$ cat src/rtl/rrf_commit_map.sv
// rrf_commit_map: retirement register file holding the committed
// architectural-to-physical map. Applies up to ID_WIDTH retiring lanes per
// cycle, in lane order, and returns each superseded physical register to the
// free list one cycle later. On a backend flush, a one-cycle restore_valid
// pulse tells the rename table to copy restore_map.
//
// Ports:
//   clk, rst        clock; synchronous active-high reset
//   commit_valid    per-lane retire strobe (lane 0 oldest)
//   commit_rd_phy   per-lane new physical destination
//   commit_rd_arch  per-lane architectural destination
//   backend_flush   mispredict flush, same cycle as the branch retires
//   fl_push_valid   per-lane free-list return strobe (registered)
//   fl_push_phy     per-lane freed physical register (registered)
//   restore_valid   one-cycle pulse the cycle after backend_flush
//   restore_map     committed map, entry a at [a*PRF_IDX +: PRF_IDX]
//
// Optional: define RRF_PERF_CNT_EN to add perf_retire_cnt (64b, retired
// lanes including x0 writes) and perf_flush_cnt (32b, flush cycles).
module rrf_commit_map #(
  parameter int unsigned ID_WIDTH  = 2,
  parameter int unsigned ARF_DEPTH = 32,
  parameter int unsigned ARF_IDX   = 5,
  parameter int unsigned PRF_DEPTH = 64,
  parameter int unsigned PRF_IDX   = 6
) (
  input  logic                          clk,
  input  logic                          rst,
  input  logic [ID_WIDTH-1:0]           commit_valid,
  input  logic [ID_WIDTH*PRF_IDX-1:0]   commit_rd_phy,
  input  logic [ID_WIDTH*ARF_IDX-1:0]   commit_rd_arch,
  input  logic                          backend_flush,
  output logic [ID_WIDTH-1:0]           fl_push_valid,
  output logic [ID_WIDTH*PRF_IDX-1:0]   fl_push_phy,
  output logic                          restore_valid,
  output logic [ARF_DEPTH*PRF_IDX-1:0]  restore_map
`ifdef RRF_PERF_CNT_EN
  ,
  output logic [63:0]                   perf_retire_cnt,
  output logic [31:0]                   perf_flush_cnt
`endif
);

  localparam int unsigned RETIRE_CNT_W = 64;
  localparam int unsigned FLUSH_CNT_W  = 32;

  logic [PRF_IDX-1:0] map_q [ARF_DEPTH];
  logic [PRF_IDX-1:0] map_d [ARF_DEPTH];

  logic [ID_WIDTH-1:0]         push_valid_d;
  logic [ID_WIDTH*PRF_IDX-1:0] push_phy_d;
  logic [ARF_IDX-1:0]          lane_arch;
  logic [PRF_IDX-1:0]          lane_phy;

  // Sequential lane walk: each lane sees the map as updated by older lanes,
  // so a same-bundle collision frees the older lane's new physical register.
  always_comb begin
    map_d        = map_q;
    push_valid_d = '0;
    push_phy_d   = fl_push_phy;
    lane_arch    = '0;
    lane_phy     = '0;
    for (int i = 0; i < ID_WIDTH; i++) begin
      lane_arch = commit_rd_arch[i*ARF_IDX +: ARF_IDX];
      lane_phy  = commit_rd_phy[i*PRF_IDX +: PRF_IDX];
      if (commit_valid[i] && (lane_arch != '0)) begin
        push_valid_d[i]                   = 1'b1;
        push_phy_d[i*PRF_IDX +: PRF_IDX]  = map_d[lane_arch];
        map_d[lane_arch]                  = lane_phy;
      end
    end
  end

  // Map and free-list registers; reset restores the identity map.
  always_ff @(posedge clk) begin
    if (rst) begin
      for (int a = 0; a < ARF_DEPTH; a++) begin
        map_q[a] <= PRF_IDX'(a);
      end
      fl_push_valid <= '0;
      fl_push_phy   <= '0;
      restore_valid <= 1'b0;
    end else begin
      map_q         <= map_d;
      fl_push_valid <= push_valid_d;
      fl_push_phy   <= push_phy_d;
      restore_valid <= backend_flush;
    end
  end

  // Committed map is exported flat every cycle.
  always_comb begin
    restore_map = '0;
    for (int a = 0; a < ARF_DEPTH; a++) begin
      restore_map[a*PRF_IDX +: PRF_IDX] = map_q[a];
    end
  end

`ifdef RRF_PERF_CNT_EN
  logic [RETIRE_CNT_W-1:0] retire_inc;

  // Counts every retiring lane, x0 writes included.
  always_comb begin
    retire_inc = '0;
    for (int i = 0; i < ID_WIDTH; i++) begin
      retire_inc = retire_inc + RETIRE_CNT_W'(commit_valid[i]);
    end
  end

  always_ff @(posedge clk) begin
    if (rst) begin
      perf_retire_cnt <= '0;
      perf_flush_cnt  <= '0;
    end else begin
      perf_retire_cnt <= perf_retire_cnt + retire_inc;
      perf_flush_cnt  <= perf_flush_cnt + FLUSH_CNT_W'(backend_flush);
    end
  end
`endif

endmodule
$ cat config.mk
export PLATFORM = sky130hd
export DESIGN_NAME = rrf_commit_map
export DESIGN_NICKNAME = d
export VERILOG_FILES = /design/src/rtl/rrf_commit_map.sv
export SDC_FILE = /design/constraint.sdc
export NUM_CORES = 1
export LEC_CHECK = 0
export ABC_CLOCK_PERIOD_IN_PS = 2600
export CAP_MARGIN = 20
export CORE_ASPECT_RATIO = 0.8
export CORE_MARGIN = 2
export CORE_UTILIZATION = 42
export DETAILED_ROUTE_END_ITERATION = 8
export PLACE_DENSITY = 0.66
export SYNTH_ARGS = -nofsm -noshare
export SYNTH_HDL_FRONTEND = slang
export SYNTH_SLANG_ARGS = --single-unit
$ cat constraint.sdc
create_clock -name clk -period 2.6 [get_ports clk]
set_input_delay 0.39 -clock clk [delete_from_list [all_inputs] [get_ports clk]]
set_output_delay 0.39 -clock clk [all_outputs]
set_load 0.05 [all_outputs]
==> flow_summary.json <==
{
  "outcome": "finished clean",
  "hold_viol_final": 0,
  "ant_nets": 0,
  "max_slew_margin": 0.513,
  "area_delta_synth_final_pct": 48.0,
  "cts_tree": "yes",
  "fin_worst_skew_ns": 0.0175,
  "drt_iter0_drc": 1760,
  "clock_latency_ns": 0.54,
  "dr.pass1.iters": 6,
  "synth_seq_cells": 207,
  "cts-root-buf": "clkbuf_16",
  "cts_max_level": 1,
  "place_area_mm2": 0.0180,
  "syn_area_mm2": 0.0129,
  "fmax_ghz": 0.392,
  "cts.sinks": 207,
  "dp.final_hpwl_um": 46300,
  "fin_nets": 1938,
  "hold_class": "in -> reg",
  "core_mm2": 0.0302,
  "via_per_inst": 6.19,
  "grt_pass1_wl_um": 90500,
  "ir_drop_v": 0.000430,
  "crit_type": "in -> reg",
  "grt.total_usage": 0.380,
  "grt.overflow.total": 0,
  "leakage_nw": 7.62,
  "vias": 14500,
  "worst_pin_slew_ns": 0.730,
  "hold-worst-slack_ns": 0.410,
  "setup_violations": 0,
  "fin_ws_ns": 0.0491,
  "maxSlewViolCount": 0,
  "clock_path_buffers": 3,
  "grt_pass1_vias": 13500,
  "wl_per_cell_um": 26.5,
  "pre_cts_ws_ns": -0.594,
  "fin_setup_tns_ns": 0,
  "num_rows": 57,
  "initial_core_util": 0.426,
  "synthFlopType": "dfxtp_1",
  "portBuffers": 233,
  "synthArstFlopShare": 0,
  "synth.distinct_cells": 72,
  "synthCells": 1457,
  "path_clk_slew_ns": 0.06,
  "final_cell_mix": "buf_4, clkdlybuf4s50_1, dfxtp_1, mux2i_1, nor2_1",
  "drv_cap": 0,
  "crit_required_ns": 3.03,
  "io_pins": 234,
  "die_area_mm2": 0.0321,
  "antenna_found_initial": 1,
  "critPathMaxFanout": 6,
  "place_congestion": 1.01,
  "cp-start-kind": "primary input",
  "synth_nets": 1484,
  "final_util": 0.630,
  "grt_max_degree": 55,
  "design_area_mm2": 0.0191,
  "layout_min_cycle_time_ns": 2.55,
  "mostFrequentLayoutCell": "buf_4",
  "remaining_drc_errors": 0,
  "dieHeight_um": 161,
  "finalCritPeriodShare": 0.981,
  "synth_area_per_cell_um2": 8.84,
  "die_w_um": 200,
  "drive_gt1_frac": 0.279,
  "n_antenna_cell": 0,
  "power_density_mw_per_mm2": 465,
  "r2r_slack_ns": 0.56,
  "cp.arrival_ns": 2.98,
  "yosysWarningCount": 0,
  "synth_edf_count": 0,
  "wl_um": 62100,
  "grt_setup_unrepaired": "no",
  "cts_inserted_buffers": 24,
  "critPathCaptureType": "flip-flop",
  "yosysSeqAreaShare": 0.322
}
-- synthesized netlist by cell type, drive strengths merged, types with 5 or more instances --
cell	count	area, um^2
a22oi	10	75.1
a22o	8	70.1
o21ai	83	415
nor3	8	40.0
dfxtp	207	4140
buf	37	191
nand4	5	46.3
mux2	14	158
nor2	174	713
nand2	144	543
a221oi	6	52.6
a211oi	102	766
nand3	28	140
a311oi	15	138
and2	7	43.8
or2	24	150
a21oi	36	180
a31oi	9	56.3
nand2b	65	407
o22ai	23	144
mux4	57	1280
clkbuf	117	439
o32ai	5	43.8
nor2b	17	106
mux2i	200	2000
-- worst paths after layout --
path	depth (start not counted)	from	end
min	2	rst	restore_map[5]
min reg2reg	1	restore_map[1]	restore_map[1]
max	10	commit_rd_arch[2]	fl_push_phy[6]
max reg2reg	4	restore_map[108]	fl_push_phy[0]
-- power breakdown --
group / internal [mW] / total, mW / leakage, nW / switching, mW
Clock: 2.41 / 3.86 / 0.438 / 1.45
Sequential: 3.24 / 3.31 / 1.68 / 0.0720
Combinational: 0.656 / 1.69 / 5.50 / 1.04
Total: 6.31 / 8.87 / 7.62 / 2.56
-- state kept, by name (all words and copies together) (netlist names) --
signal,flops
restore_valid,1
fl_push_phy,12
fl_push_valid,2
restore_map,192
-- worst max-delay path, stage by stage --
cell	delay, ns
clkdlybuf4s50_1	0.54
buf_4	0.18
nand2_1	0.21
nor2_2	0.32
buf_4	0.19
mux2i_1	0.25
mux2i_1	0.22
a22oi_1	0.21
a31oi_1	0.18
o31a_1	0.27
-- cell families after synthesis --
kind of cell,after synthesis,synth area share
DFF,207,0.322
and+or+nand+nor,501,0.193
muxes,271,0.267
AOI/OAI and AO/OA,323,0.168
buffers and inverters,155,0.0493
-- layer usage --
layer,routed length [um],GRT usage,up-vias
li1,-,-,6252
met1,26300,0.574,6952
met2,25400,0.539,1141
met3,8430,0.0911,141
met4,1900,0.0970,2
met5,12,0,-
-- area by class of cell --
| type | count | area (um^2) |
|---|---|---|
| fillers | 2640 | 11200 |
| multi-input cells | 1095 | 8260 |
| repair buffers | 582 | 5250 |
| flip-flops and latches | 207 | 4140 |
| clock buffers | 35 | 723 |
| well taps | 413 | 517 |
| clock inverters | 8 | 165 |
| inverters | 1 | 3.75 |
-- metrics by stage --
stage | total power, mW | cells
after CTS | 8.80 | 2337
after detailed placement | 5.00 | 2294
after global placement | 4.99 | 2294
after global routing | 9.05 | 2341
after floorplan | 4.22 | 1457
final | 8.87 | 2341
-- repair_timing --
item | in CTS | in global routing
hold buffers | 0 | 0
pin swaps | 0 | 5
setup buffers | 0 | 4
setup endpoints to repair | 2 | 6
gates resized for setup | 1 | 39
(Power assumes the default switching activity.)
